### src/rtl/mgmt_bus_interconnect_if.sv
// rtl/mgmt_bus_interconnect_if.sv - host and peripheral signal bundle of the management bus fabric
interface mgmt_bus_interconnect_if #(
    parameter int NUM_PORTS   = 4,
    parameter int ADDR_WIDTH  = 16,
    parameter int DATA_WIDTH  = 8,
    parameter int WINDOW_BITS = 12
);
    logic                            rd_en;
    logic [ADDR_WIDTH-1:0]           rd_addr;
    logic                            rd_valid;
    logic [DATA_WIDTH-1:0]           rd_data;
    logic                            rd_err;
    logic                            wr_en;
    logic [ADDR_WIDTH-1:0]           wr_addr;
    logic [DATA_WIDTH-1:0]           wr_data;
    logic                            wr_err;
    logic [NUM_PORTS-1:0]            p_rd_en;
    logic [WINDOW_BITS-1:0]          p_rd_addr;
    logic [NUM_PORTS-1:0]            p_rd_valid;
    logic [NUM_PORTS*DATA_WIDTH-1:0] p_rd_data;
    logic [NUM_PORTS-1:0]            p_wr_en;
    logic [WINDOW_BITS-1:0]          p_wr_addr;
    logic [DATA_WIDTH-1:0]           p_wr_data;
    logic                            busy;
    logic [15:0]                     timeout_count;

    modport slave (
        input  rd_en, rd_addr, wr_en, wr_addr, wr_data, p_rd_valid, p_rd_data,
        output rd_valid, rd_data, rd_err, wr_err, p_rd_en, p_rd_addr,
               p_wr_en, p_wr_addr, p_wr_data, busy, timeout_count
    );

    modport master (
        output rd_en, rd_addr, wr_en, wr_addr, wr_data, p_rd_valid, p_rd_data,
        input  rd_valid, rd_data, rd_err, wr_err, p_rd_en, p_rd_addr,
               p_wr_en, p_wr_addr, p_wr_data, busy, timeout_count
    );
endinterface

### src/rtl/mgmt_bus_interconnect.sv
// rtl/mgmt_bus_interconnect.sv - window-decoded management bus fan-out with one outstanding read and timeout
module mgmt_bus_interconnect #(
    parameter int                   NUM_PORTS      = 4,
    parameter int                   ADDR_WIDTH     = 16,
    parameter int                   DATA_WIDTH     = 8,
    parameter int                   WINDOW_BITS    = 12,
    parameter int                   REQ_PIPE       = 1,
    parameter int                   RSP_PIPE       = 0,
    parameter int                   TIMEOUT_CYCLES = 255,
    parameter logic [DATA_WIDTH-1:0] ERR_DATA      = DATA_WIDTH'(8'hEE)
) (
    input  logic clk,
    input  logic rst_n,
    mgmt_bus_interconnect_if.slave bus
);
    localparam int RW = 1 + ADDR_WIDTH;
    localparam int WW = 1 + ADDR_WIDTH + DATA_WIDTH;

    typedef enum logic {IDLE, WAIT} state_t;

    logic                  rd_q_en, wr_q_en;
    logic [ADDR_WIDTH-1:0] rd_q_addr, wr_q_addr;
    logic [DATA_WIDTH-1:0] wr_q_data;

    generate
        if (REQ_PIPE == 0) begin : g_req_comb
            assign {rd_q_en, rd_q_addr}            = {bus.rd_en, bus.rd_addr};
            assign {wr_q_en, wr_q_addr, wr_q_data} = {bus.wr_en, bus.wr_addr, bus.wr_data};
        end else begin : g_req_pipe
            logic [REQ_PIPE-1:0][RW-1:0] rd_sr;
            logic [REQ_PIPE-1:0][WW-1:0] wr_sr;
            always_ff @(posedge clk or negedge rst_n) begin
                if (!rst_n) begin
                    rd_sr <= '0;
                    wr_sr <= '0;
                end else begin
                    rd_sr[0] <= {bus.rd_en, bus.rd_addr};
                    wr_sr[0] <= {bus.wr_en, bus.wr_addr, bus.wr_data};
                    for (int i = 1; i < REQ_PIPE; i++) begin
                        rd_sr[i] <= rd_sr[i-1];
                        wr_sr[i] <= wr_sr[i-1];
                    end
                end
            end
            assign {rd_q_en, rd_q_addr}            = rd_sr[REQ_PIPE-1];
            assign {wr_q_en, wr_q_addr, wr_q_data} = wr_sr[REQ_PIPE-1];
        end
    endgenerate

    // Mapped only if the port index exists and nothing is set above the index nibble.
    function automatic logic is_mapped(input logic [ADDR_WIDTH-1:0] a);
        return (32'(a[WINDOW_BITS +: 4]) < NUM_PORTS) && ((a >> (WINDOW_BITS + 4)) == '0);
    endfunction

    logic [3:0] rd_idx, wr_idx;
    logic       rd_map, wr_map;
    assign rd_idx = rd_q_addr[WINDOW_BITS +: 4];
    assign wr_idx = wr_q_addr[WINDOW_BITS +: 4];
    assign rd_map = is_mapped(rd_q_addr);
    assign wr_map = is_mapped(wr_q_addr);

    state_t          state;
    logic [3:0]      sel;
    logic [15:0]     timer;
    logic [15:0]     to_cnt;
    logic [15:0]     vld_pad;
    logic [DATA_WIDTH-1:0] sel_data;
    logic            sel_valid, timed_out, rd_go, rd_bad, wr_go;
    logic            rsp_valid, rsp_err;
    logic [DATA_WIDTH-1:0] rsp_data;
    logic [NUM_PORTS-1:0]  rd_strobe, wr_strobe;

    assign vld_pad   = 16'(bus.p_rd_valid);
    assign sel_valid = (state == WAIT) && vld_pad[sel];
    assign timed_out = (state == WAIT) && !sel_valid && (timer == 16'(TIMEOUT_CYCLES - 1));
    assign rd_go     = (state == IDLE) && rd_q_en && rd_map;
    assign rd_bad    = (state == IDLE) && rd_q_en && !rd_map;
    assign wr_go     = wr_q_en && wr_map;
    assign rsp_valid = sel_valid || timed_out || rd_bad;
    assign rsp_err   = !sel_valid;
    assign rsp_data  = sel_valid ? sel_data : ERR_DATA;

    always_comb begin
        sel_data  = '0;
        rd_strobe = '0;
        wr_strobe = '0;
        for (int k = 0; k < NUM_PORTS; k++) begin
            if (sel == 4'(k)) sel_data = bus.p_rd_data[k*DATA_WIDTH +: DATA_WIDTH];
            rd_strobe[k] = rd_go && (rd_idx == 4'(k));
            wr_strobe[k] = wr_go && (wr_idx == 4'(k));
        end
    end

    always_ff @(posedge clk or negedge rst_n) begin
        if (!rst_n) begin
            state  <= IDLE;
            sel    <= '0;
            timer  <= '0;
            to_cnt <= '0;
        end else begin
            case (state)
                IDLE: if (rd_go) begin
                    sel   <= rd_idx;
                    timer <= '0;
                    state <= WAIT;
                end
                WAIT: if (sel_valid) begin
                    state <= IDLE;
                end else if (timed_out) begin
                    state <= IDLE;
                    if (to_cnt != 16'hFFFF) to_cnt <= to_cnt + 16'd1;
                end else begin
                    timer <= timer + 16'd1;
                end
                default: state <= IDLE;
            endcase
        end
    end

    assign bus.p_rd_en       = rd_strobe;
    assign bus.p_rd_addr     = rd_q_addr[WINDOW_BITS-1:0];
    assign bus.p_wr_en       = wr_strobe;
    assign bus.p_wr_addr     = wr_q_addr[WINDOW_BITS-1:0];
    assign bus.p_wr_data     = wr_q_data;
    assign bus.wr_err        = wr_q_en && !wr_map;
    assign bus.busy          = (state == WAIT);
    assign bus.timeout_count = to_cnt;

    generate
        if (RSP_PIPE == 0) begin : g_rsp_comb
            logic [DATA_WIDTH-1:0] data_hold;
            always_ff @(posedge clk or negedge rst_n) begin
                if (!rst_n)         data_hold <= '0;
                else if (rsp_valid) data_hold <= rsp_data;
            end
            assign bus.rd_valid = rsp_valid;
            assign bus.rd_err   = rsp_valid && rsp_err;
            assign bus.rd_data  = rsp_valid ? rsp_data : data_hold;
        end else begin : g_rsp_pipe
            logic                  v_q, e_q;
            logic [DATA_WIDTH-1:0] d_q;
            always_ff @(posedge clk or negedge rst_n) begin
                if (!rst_n) begin
                    v_q <= 1'b0;
                    e_q <= 1'b0;
                    d_q <= '0;
                end else begin
                    v_q <= rsp_valid;
                    e_q <= rsp_valid && rsp_err;
                    if (rsp_valid) d_q <= rsp_data;
                end
            end
            assign bus.rd_valid = v_q;
            assign bus.rd_err   = e_q;
            assign bus.rd_data  = d_q;
        end
    endgenerate
endmodule

### src/flat_wrapper.sv
// flat-port wrapper written by rule: the top's interface ports become plain ports
module mgmt_bus_interconnect_flat 
#(
    parameter int                   NUM_PORTS      = 4,
    parameter int                   ADDR_WIDTH     = 16,
    parameter int                   DATA_WIDTH     = 8,
    parameter int                   WINDOW_BITS    = 12,
    parameter int                   REQ_PIPE       = 1,
    parameter int                   RSP_PIPE       = 0,
    parameter int                   TIMEOUT_CYCLES = 255,
    parameter logic [DATA_WIDTH-1:0] ERR_DATA      = DATA_WIDTH'(8'hEE)
)
  (clk, rst_n, bus_rd_en, bus_rd_addr, bus_wr_en, bus_wr_addr, bus_wr_data, bus_p_rd_valid, bus_p_rd_data, bus_rd_valid, bus_rd_data, bus_rd_err, bus_wr_err, bus_p_rd_en, bus_p_rd_addr, bus_p_wr_en, bus_p_wr_addr, bus_p_wr_data, bus_busy, bus_timeout_count);
  mgmt_bus_interconnect_if #(.NUM_PORTS(NUM_PORTS), .ADDR_WIDTH(ADDR_WIDTH), .DATA_WIDTH(DATA_WIDTH), .WINDOW_BITS(WINDOW_BITS)) bus_i ();
  input  logic clk;
  input  logic rst_n;
  input wire logic [$bits(bus_i.rd_en)-1:0] bus_rd_en;
  input wire logic [$bits(bus_i.rd_addr)-1:0] bus_rd_addr;
  input wire logic [$bits(bus_i.wr_en)-1:0] bus_wr_en;
  input wire logic [$bits(bus_i.wr_addr)-1:0] bus_wr_addr;
  input wire logic [$bits(bus_i.wr_data)-1:0] bus_wr_data;
  input wire logic [$bits(bus_i.p_rd_valid)-1:0] bus_p_rd_valid;
  input wire logic [$bits(bus_i.p_rd_data)-1:0] bus_p_rd_data;
  output wire logic [$bits(bus_i.rd_valid)-1:0] bus_rd_valid;
  output wire logic [$bits(bus_i.rd_data)-1:0] bus_rd_data;
  output wire logic [$bits(bus_i.rd_err)-1:0] bus_rd_err;
  output wire logic [$bits(bus_i.wr_err)-1:0] bus_wr_err;
  output wire logic [$bits(bus_i.p_rd_en)-1:0] bus_p_rd_en;
  output wire logic [$bits(bus_i.p_rd_addr)-1:0] bus_p_rd_addr;
  output wire logic [$bits(bus_i.p_wr_en)-1:0] bus_p_wr_en;
  output wire logic [$bits(bus_i.p_wr_addr)-1:0] bus_p_wr_addr;
  output wire logic [$bits(bus_i.p_wr_data)-1:0] bus_p_wr_data;
  output wire logic [$bits(bus_i.busy)-1:0] bus_busy;
  output wire logic [$bits(bus_i.timeout_count)-1:0] bus_timeout_count;
  assign bus_i.rd_en = bus_rd_en;
  assign bus_i.rd_addr = bus_rd_addr;
  assign bus_i.wr_en = bus_wr_en;
  assign bus_i.wr_addr = bus_wr_addr;
  assign bus_i.wr_data = bus_wr_data;
  assign bus_i.p_rd_valid = bus_p_rd_valid;
  assign bus_i.p_rd_data = bus_p_rd_data;
  assign bus_rd_valid = bus_i.rd_valid;
  assign bus_rd_data = bus_i.rd_data;
  assign bus_rd_err = bus_i.rd_err;
  assign bus_wr_err = bus_i.wr_err;
  assign bus_p_rd_en = bus_i.p_rd_en;
  assign bus_p_rd_addr = bus_i.p_rd_addr;
  assign bus_p_wr_en = bus_i.p_wr_en;
  assign bus_p_wr_addr = bus_i.p_wr_addr;
  assign bus_p_wr_data = bus_i.p_wr_data;
  assign bus_busy = bus_i.busy;
  assign bus_timeout_count = bus_i.timeout_count;
  mgmt_bus_interconnect #(.NUM_PORTS(NUM_PORTS), .ADDR_WIDTH(ADDR_WIDTH), .DATA_WIDTH(DATA_WIDTH), .WINDOW_BITS(WINDOW_BITS), .REQ_PIPE(REQ_PIPE), .RSP_PIPE(RSP_PIPE), .TIMEOUT_CYCLES(TIMEOUT_CYCLES), .ERR_DATA(ERR_DATA)) u_core (.clk(clk), .rst_n(rst_n), .bus(bus_i));
endmodule
### config.mk
export PLATFORM = sky130hd
export DESIGN_NAME = mgmt_bus_interconnect_flat
export DESIGN_NICKNAME = d
export VERILOG_FILES = /design/src/rtl/mgmt_bus_interconnect_if.sv /design/src/rtl/mgmt_bus_interconnect.sv /design/src/flat_wrapper.sv
export SDC_FILE = /design/constraint.sdc
export NUM_CORES = 1
export LEC_CHECK = 0
export CORE_MARGIN = 2
export CORE_UTILIZATION = 35
export DETAILED_ROUTE_END_ITERATION = 10
export DONT_BUFFER_PORTS = 1
export PLACE_DENSITY = 0.47
export SETUP_SLACK_MARGIN = 0.3
export SYNTH_ARGS = -nofsm -noshare
export SYNTH_HDL_FRONTEND = slang
export SYNTH_SLANG_ARGS = --single-unit
### constraint.sdc
create_clock -name clk -period 3 [get_ports clk]
set_input_delay 0.6 -clock clk [delete_from_list [all_inputs] [get_ports clk]]
set_output_delay 0.6 -clock clk [all_outputs]
set_load 0.03 [all_outputs]
# After elaboration in Yosys (flattened, before gate mapping)

Cells that the tools add are included.

$lt $le $gt $ge: 3
Bitwise logic cells: 2
Multiplexer cells: 16
Equality and inequality tests: 14
$add $sub $neg: 2
Reduce and logical (&&, ||, !) cells: 28

Operators by type and width:

| operator              | count |
|---|---|
| $mux 16               | 3 |
| $mux 8                | 6 |
| $add 16x1->16 const B | 2 |
| $pmux 16 s2           | 1 |
| $eq 4x2->1 const B    | 6 |
| $logic_and 1x1->1     | 17 |
| $eq 16x8->1 const B   | 1 |
| $ne 16x16->1 const B  | 1 |
| $eq 4x1->1 const B    | 3 |
| $logic_not 4->1       | 3 |
| $lt 4x3->1 const B    | 2 |
| $lt 4x5->1 const B    | 1 |
| $bmux 1 s4            | 1 |
| $mux 1                | 4 |
| $ne 2x2->1 const B    | 2 |
| $reduce_and 4->1      | 1 |
| $logic_not 1->1       | 3 |
| $reduce_and 3->1      | 1 |
| $logic_or 1x1->1      | 2 |
| $ne 2x1->1 const B    | 1 |
| $not 1->1             | 2 |
| $pmux 1 s2            | 1 |
| $reduce_and 2->1      | 1 |

Register bits: 87

# Longest topological paths before layout

Gate-level depths: netlist (run 1).

Depth after elaboration: 9
Gate-level depth with buffers: 8

# Worst setup path before layout (run 1)

OpenSTA, ideal clock, no wires.

Path kind: register to output
Start point: register u_core.timer[0]
End point: output bus_rd_err
Path slack: -154 ps
Arrival time: 2554 ps
Stages on the path, launching flop included: 8
Cells stage by stage: dfrtp_1 -> inv_1 -> ha_1 -> nor4b_1 -> nand4_1 -> a21oi_1 -> o21bai_1 -> a21boi_0

Word-level cells in the longest chain between the ends: 5

RTL lines:

| what                          | RTL line                     | source |
|---|---|---|
| start, declared               | mgmt_bus_interconnect.sv:64  | `logic [15:0] timer;` |
| start signal, assigned        | mgmt_bus_interconnect.sv:113 | `timer <= timer + 16'd1;` |
| $eq 16x8->1                   | mgmt_bus_interconnect.sv:75  | `assign timed_out = (state == WAIT) && !sel_valid && (timer == 16'(TIMEOUT_CYCLES - 1));` |
| $logic_and 1x1->1             | mgmt_bus_interconnect.sv:75  |  |
| $logic_or 1x1->1 (2 in a row) | mgmt_bus_interconnect.sv:79  | `assign rsp_valid = sel_valid \|\| timed_out \|\| rd_bad;` |
| via bus_rd_valid              | flat_wrapper.sv:24           | `output wire logic [$bits(bus_i.rd_valid)-1:0] bus_rd_valid;` |
| $logic_and 1x1->1             | mgmt_bus_interconnect.sv:137 | `assign bus.rd_err = rsp_valid && rsp_err;` |
| end, declared                 | flat_wrapper.sv:26           | `output wire logic [$bits(bus_i.rd_err)-1:0] bus_rd_err;` |

The timed path passes the listed nets, and every way through them passes these cells.

# Final worst setup path (run 1)

Start point: register u_core.sel[1]
End point: output bus_rd_data[0]

Word-level cells in the longest chain between the ends: 9
Elaborated cells on any way between the ends: 18
Those cells by class: 3 x eq/ne; 8 x mux; 7 x reduce/logical

RTL lines:

| what                           | RTL line                     | source |
|---|---|---|
| start, declared                | mgmt_bus_interconnect.sv:63  | `logic [3:0] sel;` |
| start signal, assigned         | mgmt_bus_interconnect.sv:103 | `sel <= rd_idx;` |
| $bmux 1 s4                     | mgmt_bus_interconnect.sv:74  | `assign sel_valid = (state == WAIT) && vld_pad[sel];` |
| $mux 1 (implied by the code)   | mgmt_bus_interconnect.sv:74  |  |
| $logic_and 1x1->1              | mgmt_bus_interconnect.sv:74  |  |
| $logic_not 1->1                | mgmt_bus_interconnect.sv:75  |  |
| $logic_and 1x1->1 (2 in a row) | mgmt_bus_interconnect.sv:75  |  |
| $logic_or 1x1->1 (2 in a row)  | mgmt_bus_interconnect.sv:79  |  |
| $mux 8 *                       | mgmt_bus_interconnect.sv:138 | `assign bus.rd_data = rsp_valid ? rsp_data : data_hold;` |
| end, declared                  | flat_wrapper.sv:25           | `output wire logic [$bits(bus_i.rd_data)-1:0] bus_rd_data;` |

Every way passes the cells marked *; elsewhere a longest branch is shown, timed or not. The select of a mux whose other input is x is not followed.

==> summary.md, run 1 <==
| Metric | Value |
|---|---|
| # diodes | 0 |
| Power Dens Cells | roughly 680 mW/mm^2 |
| Total CTS buffers | 9 |
| CTS tree | built |
| CP max stage delay | 0.43 ns |
| Avg WL per Cell | about 17 um |
| Power, Total | approximately 0.0029 W |
| Clock sinks | 87 |
| Initial antenna violation count | 0 |
| Number of global-route vias before repair | 2,305 |
| Unique masters post-synth | 37 |
| Number of core rows | 37 |
| Max Transition Viols Final | 0 |
| CP arrival | between 2 and 2.5 ns |
| Share of cells above drive strength 1 | around a fifth |
| FF+latch area | 0.002178 sq mm |
| Unrepaired setup endpoints after global routing | yes |
| CP Buf/Inv Count | 2 |
| Clock Tree Root | clkbuf_8 |
| I/O Buffers | 0 |
| Layout Cells excl Fill | approximately 450 |
| Die Area | ~0.012 sq mm |
| Grt total ovfl | 0 |
| Syn nets | 396 |
| Seq/Total Area, Yosys | ~57% |
| Req. time, crit path | about 2.4 ns |
| Multi-input logic area | between 0.001 and 0.0015 sq mm |
| Worst-path fanout max | 8 |
| Post-synth top area share | roughly 57% |
| Largest net degree at the start of global routing | a little under 90 |
| Post-route ant nets | 0 |
| Slew at the pin closest to its max-slew limit | approximately 0.66 ns |
| Setup TNS | 0 ns |
| Worst R2R Start | u_core.bus.timeout_count[0] |
| CTS Buffer Depth | 2 |
| Initial DRT Pass Iterations | 4 |
| LEAKAGE | about 1.8 nW |
| Final Hold Viols | 0 |
| I/O Pins | ~150 |
| Synth area leaders | dfrtp_1 (57%), buf_4 (6.3%), mux4_1 (5.5%) |
| Max-cap check violation count | 0 |
| Synth-to-layout area growth | 12.68% |
| Vias/cell | 5.065 |
| H-Tree Depth | 3 |
| Post-synth top area cell | dfrtp_1 |
| HP Class | in -> async |
| Crit Path Class | reg -> out |
| Routed WL | around 7700 um |
| Reg2reg end | u_core.bus.timeout_count[1] |
| Starting DRT DRC Count | about 160 |
| Post-synthesis register bit count | between 80 and 90 |
| Commonest non-fill, non-tap cells in the layout | dfrtp_1 (86), nand2_1 (32), nand3_1 (19), xnor2_1 (17), o21ai_0 (16) |
| CP max stage cell | dfrtp_1 |
| Cell count after placement | approximately 430 |
| Run status | completed |
| # DRC | 0 |
| Max Clock Skew | roughly 0.011 ns |
| Worst R2R Setup Slack | ~0.70 ns |
| Gr usage total | between 10% and 20% |
| Crit path cell chain | mux2_4 > a22oi_2 > a21oi_2 > o21bai_4 > buf_12 > o21ai_4 > buf_6 |
| Worst r2r path cells | 5 |
| Post-DP Area | approximately 0.0038 sq mm |
| Worst skew pair latency | 0.37 ns |
| Core footprint | about 0.010 sq mm |
| Crit share post-route | 91.90% |
| DP Wirelength | 5290 um |
| Largest vdd supply drop | 449.5 uV |
| Layout filler cell count | 1,000 |
| Initial Util | roughly 36% |
| Most common cell after layout, fill and taps aside | dfrtp_1 |
| Design area | approximately 0.0043 sq mm |
| Post-Syn Instances | 313 |
| Warnings, synthesis | 0 |
| Die W | 108.1 um |
| Syn avg cell area | 12.11 sq um |
| Die H | ~110 um |
| Final setup vio count | 0 |
| Vias | approximately 2.3k |
| Placer Congestion | 0.7445 |
| Max frequency | roughly 360 MHz |
| Post-Syn Area | 0.003790 sq mm |
| Final min period | about 2.8 ns |
| Max transition margin | between 50% and 60% |
| Top delay family on crit path | compound AO/OA/AOI/OAI gates |
| CP startpoint kind | flip-flop |
| CTS clock-pin slew for the worst setup and hold paths | about 0.090 ns |
| Setup crit end kind | output pin |
| First-pass GRT wire length | 11,960 um |
| # nets final | just under 400 |
layout make-up:
class                           count  share of cell area, %
Inverter                            7                 0.6153
Tap cell                          136                  3.985
Clock inverter                      7                  1.817
Clock buffer                        9                  2.901
Sequential cell                    87                  51.01
Multi-Input combinational cell    180                  34.34
Timing Repair Buffer               23                  5.333
state kept, by name, summed over array words and instances (netlist names):
signal and flops:
u_core.bus.timeout_count 16, u_core.bus.busy 1, u_core.g_rsp_comb.data_hold 8, u_core.timer 16, u_core.g_req_pipe.rd_sr 17, u_core.g_req_pipe.wr_sr 25, u_core.sel 4
where the power goes:
group | internal, W | total, W | switching, W
Sequential | 0.00126 | 0.00138 | 0.000118
Clock | 0.000393 | 0.000843 | 0.000450
Combinational | 0.000307 | 0.000661 | 0.000354
Total | 0.00196 | 0.00288 | 0.000921
how the worst max path moves through the flow:
stage	from	to	slack [ns]	depth (start not counted)
after CTS	u_core.sel[1]	bus_rd_data[0]	0.22	7
after global placement	bus_p_rd_valid[3]	bus_rd_err	0.35	6
after floorplan	u_core.timer[0]	bus_rd_err	0.31	7
final	u_core.sel[1]	bus_rd_data[0]	0.24	7
after detailed placement	bus_p_rd_valid[3]	bus_rd_data[4]	0.32	5
after global routing	u_core.timer[0]	bus_rd_data[6]	0.14	8
routing by layer:
layer	wire length [um]	track usage, %	up-vias
met5	0	0	-
met4	107	4.670	0
met3	844	6.631	10
met2	3632	22.51	104
met1	3093	15.19	1106
li1	-	-	1054
stage by stage:
stage                     setup WS [ns]  util [%]  hold slack [ns]
final                            0.2431     41.00           0.1333
after global routing             0.1396     41.00           0.1489
after CTS                        0.2205     40.73           0.1340
after detailed placement         0.3158     36.96           0.3096
after global placement           0.3530     36.96           0.3083
after floorplan                  0.3142         -           0.3044
cells by family (layout without fill, tap and decap cells):
family	count (synthesis)	in the layout	share of synthesized area, %
compound gates	33	33	6.141
xor+xnor	28	28	6.471
fa+ha+maj	3	3	0.9905
buf+inv	46	46	7.956
flops	87	87	57.44
mux	11	11	6.537
simple gates	105	105	14.46
synth_stat cells, drive strengths merged:
cell / count
dfrtp: 87
buf: 35
nand2: 32
nand3: 19
o21ai: 18
xnor2: 17
nand4: 13
nor2: 11
xor2: 11
mux4: 8
and3: 7
inv: 7
a2bb2oi: 6
nor3: 6
and2: 4
clkbuf: 4
and4: 3
ha: 3
mux2: 3
or3: 3
a21oi: 2
a31oi: 2
nor2b: 2
a2111oi: 1
a21boi: 1
a22o: 1
a22oi: 1
nand2b: 1
nor3b: 1
nor4: 1
nor4b: 1
nor4bb: 1
o21bai: 1
what timing repair did:
item | CTS | global route
setup endpoints to repair | 12 | 9
gates resized for setup | 19 | 4
pin swaps | 2 | 2
hold buffers | 1 | 0
setup buffers | 5 | 2
hold endpoints to repair | 87 | 0
gates cloned | 0 | 0
Note: power is estimated with default switching activity, not from simulation.
==> inputs of run 2 (changes only) <==
--- a/config.mk
+++ b/config.mk
@@ -5,11 +5,13 @@
 export SDC_FILE = /design/constraint.sdc
 export NUM_CORES = 1
 export LEC_CHECK = 0
+export ABC_AREA = 1
 export CORE_MARGIN = 2
 export CORE_UTILIZATION = 35
+export CTS_BUF_LIST = sky130_fd_sc_hd__clkbuf_4
 export DETAILED_ROUTE_END_ITERATION = 10
 export DONT_BUFFER_PORTS = 1
-export PLACE_DENSITY = 0.47
+export PLACE_DENSITY = 0.53
 export SETUP_SLACK_MARGIN = 0.3
 export SYNTH_ARGS = -nofsm -noshare
 export SYNTH_HDL_FRONTEND = slang
==> run 2 against run 1 <==
Against the previous run: die area grew 15%; global-route usage grew 1.6 points; sequential power is essentially flat; maximum frequency grew 7.3%; largest cell class unchanged.
==> summary.md, run 2 <==
| Metric | Value |
|---|---|
| Final min period | 2.569 ns (-0.1878 ns) |
| Seq/Total Area, Yosys | 49.90% (-7.5 points) |
| Post-DP Area | 0.004358 sq mm (+13%) |
| Net Switching | 0.001041 W (+13%) |
| Starting DRT DRC Count | 223 (+44%) |
| Synth area leaders | dfrtp_1 (50%), nand2_1 (13%), nand3_1 (6.8%) |
| Vias/cell | 4.832 (-4.6%) |
| Total CTS buffers | 9 (unchanged) |
| Die H | 115.7 um (+7.0%) |
| Unrepaired setup endpoints after global routing | yes |
| Largest registers | u_core.g_req_pipe.wr_sr (25), u_core.g_req_pipe.rd_sr (17) |
| Run status | completed |
| Internal | 0.001699 W (-13%) |
| Async SR Flop Fraction | 100.0% (unchanged) |
| Top-count cell post-synth | nand2_1 |
| Most common cell after layout, fill and taps aside | nand2_1 |
| Hold Slack | 0.03484 ns (-0.09841 ns) |
| Max Clock Skew | 0.02202 ns (+0.01132 ns) |
| Vias | 3,281 (+44%) |
| EDFF count, synth | 0 (unchanged) |
| CP arrival | 1.97 ns (-0.19 ns) |
| First-pass GRT wire length | 15,530 um (+30%) |
| Initial antenna violation count | 1 (+1) |
| Worst-path fanout max | 8 (unchanged) |
| Grt total ovfl | 0 (unchanged) |
| I/O Pins | 148 (unchanged) |
| Max frequency | 389.2 MHz (+7.3%) |
| Synth-to-layout area growth | 7.542% |
| Worst r2r path cells | 8 (+3) |
| Met2 Use GR | 25.34% (+2.8 points) |
| Die W | 115.7 um (+7.0%) |
| FF+latch area | 0.002180 sq mm (about the same) |
| CTS tree | built |
| LEAKAGE | 2.257 nW (+24%) |
| Worst R2R Setup Slack | 1.08 ns (+0.38 ns) |
| Worst R2R Start | u_core.bus.timeout_count[0] |
| Worst skew pair latency | 0.46 ns (+0.09 ns) |
| HP Class | in -> async |
| Syn nets | 598 (+51%) |
| GR peak layer | met2 |
| CTS Buffer Depth | 2 (unchanged) |
| Most flops, register | u_core.g_req_pipe.wr_sr |
| Initial Util | 36.02% (-0.36 points) |
| Layout filler cell count | 1,221 (+22%) |
| Max-cap check violation count | 0 (unchanged) |
| # nets final | 589 (+51%) |
| Initial DRT Pass Iterations | 5 (+1) |
| Crit share post-route | 85.64% (-6.3 points) |
| Slew at the pin closest to its max-slew limit | 0.5826 ns (-0.08226 ns) |
| Cell count after placement | 653 (+54%) |
| Post-synth top area share | 49.90% (-7.5 points) |
| CP startpoint kind | flip-flop |
| Register share of total power | 51.0% (+3.1 points) |
| Syn avg cell area | 8.472 sq um (-30%) |
| Switching Share | 38.00% (+6.1 points) |
| Logic pwr share | 28.2% (+5.3 points) |
| Reg2reg end | u_core.bus.timeout_count[4] |
| Clock network power share | 20.8% (-8.4 points) |
| Met1 Track Usage GR | 17.99% (+2.8 points) |
| Max Transition Viols Final | 0 (unchanged) |
| Crit path from | u_core.sel[1] |
| Commonest non-fill, non-tap cells in the layout | nand2_1 (144), dfrtp_1 (85), nand3_1 (57), nor2_1 (37), inv_1 (33) |
| Number of global-route vias before repair | 3,063 (+33%) |
| Unique masters post-synth | 30 (-19%) |
| Warnings, synthesis | 0 (unchanged) |
| Post-synthesis register bit count | 87 (unchanged) |
| Die Area | 0.01337 sq mm (+15%) |
| Post-Syn Instances | 515 (+65%) |
| Share of cells above drive strength 1 | 16.67% (-3.8 points) |
| DP Wirelength | 7283 um (+38%) |
| Layout Cells excl Fill | 679 (+51%) |
| Multi-input logic area | 0.001794 sq mm (+22%) |
| Setup crit end kind | output pin |
| # DRC | 0 (unchanged) |
| H-Tree Depth | 3 (unchanged) |
| Largest net degree at the start of global routing | 88 (unchanged) |
| Number of core rows | 40 (+8.1%) |
| Post-synth top area cell | dfrtp_1 |
| Placer Congestion | 0.8960 (+20%) |
| Power Dens Cells | 584.1 mW/mm^2 (-14%) |
| Synth Flop Type | dfrtp_1 |
| Crit Path Class | reg -> out |
| Avg WL per Cell | 14.87 um (-13%) |
| Setup TNS | 0 ns (unchanged) |
| Final Hold Viols | 0 (unchanged) |
| Clock sinks | 87 (unchanged) |
| Design area | 0.004692 sq mm (+9.9%) |
| Largest vdd supply drop | 182.0 uV (-59%) |
| Met3 usage | 5.439% (-1.2 points) |
| Core footprint | 0.01211 sq mm (+16%) |
| Max reg flops | 25 (unchanged) |
| Max transition margin | 61.02% (+5.3 points) |
| CTS clock-pin slew for the worst setup and hold paths | 0.14 ns (+0.05 ns) |
| Post-route ant nets | 0 (unchanged) |
| I/O Buffers | 0 (unchanged) |
| Gr usage total | 15.17% (+1.6 points) |
| Clock Tree Root | clkbuf_4 |
| Final setup vio count | 0 (unchanged) |
| Routed WL | 10,100 um (+32%) |
| Req. time, crit path | 2.40 ns (about the same) |
| Post-synth top cells | nand2_1 (155), dfrtp_1 (87), nand3_1 (59) |
| Post-Syn Area | 0.004363 sq mm (+15%) |
## run 2: critical path, cell delays in order (launching register included)
cell	delay [ns]
dfrtp_2	0.47
buf_4	0.15
nor2_2	0.27
nand3_1	0.11
and3_1	0.17
nand3_1	0.10
nand2_1	0.07
nand2_2	0.17
## run 2: cell families after synthesis
| kind of cell | share of synthesized area [%] |
|---|---|
| DFF | 49.90 |
| xor gates and xnor gates | 4.216 |
| adders and majority gates | 0.8604 |
| buffers and inverters | 11.24 |
| AOI/OAI and AO/OA | 1.233 |
| and+or+nand+nor | 32.55 |
## run 2: power by group through the flow
| stage | logic (W) | clock network [W] | registers (W) |
|---|---|---|---|
| final | 0.000772 | 0.000571 | 0.00140 |
| after global routing | 0.000845 | 0.000661 | 0.00141 |
| after CTS | 0.000702 | 0.000607 | 0.00140 |
| after detailed placement | 0.000599 | 0 | 0.00143 |
| after global placement | 0.000591 | 0 | 0.00143 |
| after floorplan | 0.000578 | 0 | 0.00136 |
## run 2: cell type report
cell class	count	area share, %
Timing Repair inverter	1	0.1600
Timing Repair Buffer	24	4.853
Sequential cell	87	46.45
Multi-Input combinational cell	341	38.24
Tap cell	168	4.480
Antenna cell	1	0.05333
Inverter	42	3.493
Clock buffer	11	1.760
Clock inverter	4	0.5067
## run 2: per-layer routing
layer | up-vias | routed length [um] | part of all wire (%)
met2 | 82 | 4957 | 49
met3 | 19 | 682 | 6.8
li1 | 1598 | - | -
met5 | - | 0 | 0
met1 | 1582 | 4252 | 42
met4 | 0 | 208 | 2.1
## run 2: stage by stage
stage | power, W | utilization (%) | worst slack (ns)
floorplan | 0.001938 | - | 0.5871
CTS | 0.002708 | 37.62 | 0.3205
global placement | 0.002017 | 35.98 | 0.6339
finish | 0.002741 | 38.74 | 0.4308
global route | 0.002912 | 38.74 | 0.2719
detailed placement | 0.002024 | 35.98 | 0.6048
## run 2: repair_timing
| item | in CTS | in global routing |
|---|---|---|
| endpoints found under the hold margin | 87 | 0 |
| pin swaps | 1 | 6 |
| endpoints found under the setup margin | 10 | 11 |
| hold buffers | 1 | 0 |
| gates resized for setup | 13 | 24 |
| gates cloned | 0 | 1 |
| buffers inserted | 3 | 5 |
## run 2: worst max path at each step
stage / cells past startpoint / slack [ns] / end
floorplan: 9 / 0.59 / bus_rd_data[1]
global placement: 7 / 0.63 / bus_rd_data[6]
detailed placement: 7 / 0.60 / bus_rd_data[1]
CTS: 10 / 0.32 / bus_rd_err
global route: 7 / 0.27 / bus_rd_data[6]
finish: 7 / 0.43 / bus_rd_data[5]
==> inputs of run 3 (changes only) <==
--- a/config.mk
+++ b/config.mk
@@ -5,7 +5,6 @@
 export SDC_FILE = /design/constraint.sdc
 export NUM_CORES = 1
 export LEC_CHECK = 0
-export ABC_AREA = 1
 export CORE_MARGIN = 2
 export CORE_UTILIZATION = 35
 export CTS_BUF_LIST = sky130_fd_sc_hd__clkbuf_4
==> run 3 against run 2 <==
Against the previous run: cell count down 33%; non-clock buffer count is 1 higher; maximum frequency down 11%; worst hold slack improved by 0.0021 ns; clock skew shrank 0.0026 ns; global-route usage is 1.2 points lower; sequential share of layout area increased by 5.0 points; highest routed layer unchanged; first-iteration DRC count is 30% lower; clock power up 13%; largest cell class unchanged.
==> summary.md, run 3 (synthesis gave the netlist of run 1 again) <==
| Metric | Value |
|---|---|
| Most common cell after layout, fill and taps aside | dfrtp_1 |
| WP depth | 6 (-1) |
| Commonest non-fill, non-tap cells in the layout | dfrtp_1 (86), nand2_1 (32), nand3_1 (19), buf_4 (19), xnor2_1 (17) |
| Crit Path Class | reg -> out |
| H-Tree Depth | 3 (unchanged) |
| Final min period | 2.877 ns (+0.3075 ns) |
| Routed WL | 7993 um (-21%) |
| Largest vdd supply drop | 259.0 uV (+42%) |
| Met1 Track Usage GR | 17.76% (-0.23 points) |
| First-pass GRT wire length | 12,220 um (-21%) |
| Max reg flops | 25 (unchanged) |
| Worst r2r path cells | 5 (-3) |
| Final Hold Viols | 0 (unchanged) |
| Crit path cell chain | mux2_4 > a22oi_2 > a21oi_2 > o21bai_4 > buf_4 > o21ai_4 |
| Initial antenna violation count | 2 (+1) |
| Total CTS buffers | 9 (unchanged) |
| Cell count after placement | 423 (-35%) |
| Die Area | 0.01168 sq mm (-13%) |
| Largest registers | u_core.g_req_pipe.wr_sr (25), u_core.g_req_pipe.rd_sr (17) |
| Place WS | 0.3060 ns (-0.2988 ns) |
| CP Buf/Inv Count | 1 (unchanged) |
| Die H | 108.1 um (-6.6%) |
| I/O Pins | 148 (unchanged) |
| Top delay family on crit path | compound AO/OA/AOI/OAI gates |
| Worst R2R Setup Slack | 0.69 ns (-0.39 ns) |
| Largest net degree at the start of global routing | 88 (unchanged) |
| Post-route ant nets | 0 (unchanged) |
| Final setup vio count | 0 (unchanged) |
| Initial Util | 36.38% (+0.36 points) |
| Max-cap check violation count | 0 (unchanged) |
| Met3 usage | 5.063% (-0.38 points) |
| CP arrival | 2.28 ns (+0.31 ns) |
| Multi-input logic area | 0.001485 sq mm (-17%) |
| # nets final | 393 (-33%) |
| Starting DRT DRC Count | 157 (-30%) |
| Vias | 2,300 (-30%) |
| Max Clock Skew | 0.01943 ns (-0.002583 ns) |
| Number of global-route vias before repair | 2,196 (-28%) |
| Met2 Use GR | 21.52% (-3.8 points) |
| GR peak layer | met2 |
| Grt total ovfl | 0 (unchanged) |
| FF+latch area | 0.002178 sq mm (about the same) |
| Most flops, register | u_core.g_req_pipe.wr_sr |
| HP Class | in -> async |
| Max Transition Viols Final | 0 (unchanged) |
| Max frequency | 347.6 MHz (-11%) |
| CTS clock-pin slew for the worst setup and hold paths | 0.16 ns (+0.02 ns) |
| Power Dens Cells | 634.5 mW/mm^2 (+8.6%) |
| Slew at the pin closest to its max-slew limit | 0.6930 ns (+0.1104 ns) |
| Run status | completed |
| CP max stage cell | dfrtp_1 |
| CTS tree | built |
| Number of core rows | 37 (-7.5%) |
| Layout filler cell count | 988 (-19%) |
| CP startpoint kind | flip-flop |
| Crit share post-route | 95.89% (+10 points) |
| Initial DRT Pass Iterations | 4 (-1) |
| Post-layout util | 40.61% (+1.9 points) |
| Die W | 108.1 um (-6.6%) |
| DP Wirelength | 5554 um (-24%) |
| Clock sinks | 87 (unchanged) |
| Avg WL per Cell | 17.64 um (+19%) |
| CTS Buffer Depth | 2 (unchanged) |
| Synth-to-layout area growth | 11.62% |
| Setup TNS | 0 ns (unchanged) |
| I/O Buffers | 0 (unchanged) |
| Layout Cells excl Fill | 453 (-33%) |
| Share of cells above drive strength 1 | 21.27% (+4.6 points) |
| Max transition margin | 53.80% (-7.2 points) |
| Req. time, crit path | 2.40 ns (about the same) |
| Vias/cell | 5.077 (+5.1%) |
| Unrepaired setup endpoints after global routing | yes |
| Setup crit end kind | output pin |
| CP max stage delay | 0.45 ns (-0.02 ns) |
| Worst skew pair latency | 0.45 ns (about the same) |
| Final setup margin | 0.1233 ns (-0.3075 ns) |
| Placer Congestion | 0.7504 (-16%) |
| LEAKAGE | 1.803 nW (-20%) |
| Gr usage total | 13.99% (-1.2 points) |
| Clock Tree Root | clkbuf_4 |
| Worst-path fanout max | 8 (unchanged) |
| Core footprint | 0.01042 sq mm (-14%) |
| # DRC | 0 (unchanged) |
==> run 3: cell types whose count changed in the layout (fill, tap and decap cells not counted), moves of 10 or more <==
cell     before  now
nand4_1      23   13
inv_1        33    7
nand2_2      11    0
o21ai_0       3   16
nor2_1       37    9
nand3_1      57   19
xnor2_1       6   17
nand2_1     144   32
==> run 3: final cells by class <==
class / count / area share, %
Clock inverter: 7 / 1.479
Timing Repair Buffer: 25 / 5.560
Sequential cell: 87 / 51.49
Clock buffer: 9 / 1.597
Antenna cell: 2 / 0.1183
Multi-Input combinational cell: 180 / 35.11
Inverter: 7 / 0.6211
Tap cell: 136 / 4.022
==> run 3: final timing paths <==
path / from / end
min: rst_n / u_core.g_req_pipe.wr_sr[1]
max: u_core.sel[1] / bus_rd_data[4]
min reg2reg: u_core.g_rsp_comb.data_hold[0] / u_core.g_rsp_comb.data_hold[0]
max reg2reg: u_core.bus.timeout_count[0] / u_core.bus.timeout_count[1]
max in group asynchronous: rst_n / u_core.bus.busy
min in group clk: bus_rd_addr[0] / u_core.g_req_pipe.rd_sr[0]
==> run 3: repair_timing <==
action,CTS,global route
cloned,0,0
buffers inserted,7,4
pin swaps,5,3
resized for setup,17,6
setup endpoints to repair,12,13
endpoints found under the hold margin,87,0
hold buffers,1,0
==> run 3: layer usage <==
metal	wire [um]	vias up
met5	0	-
met1	3262	1122
li1	-	1065
met4	112	0
met3	848	11
met2	3769	102
==> run 3: where the power goes <==
group	internal (W)	switching, W
Clock	0.000191	0.000452
Combinational	0.000301	0.000361
Sequential	0.00126	0.000116
Total	0.00176	0.000928
==> run 3: stage by stage <==
step,hold slack [ns],area [sq um],power (W)
4_1_cts,0.03523,4173,0.002693
2_1_floorplan,0.3044,3842,0.001814
6_report,0.03696,4230,0.002684
5_1_grt,0.02007,4230,0.002835
3_3_place_gp,0.3065,3835,0.001879
3_5_place_dp,0.3066,3835,0.001892
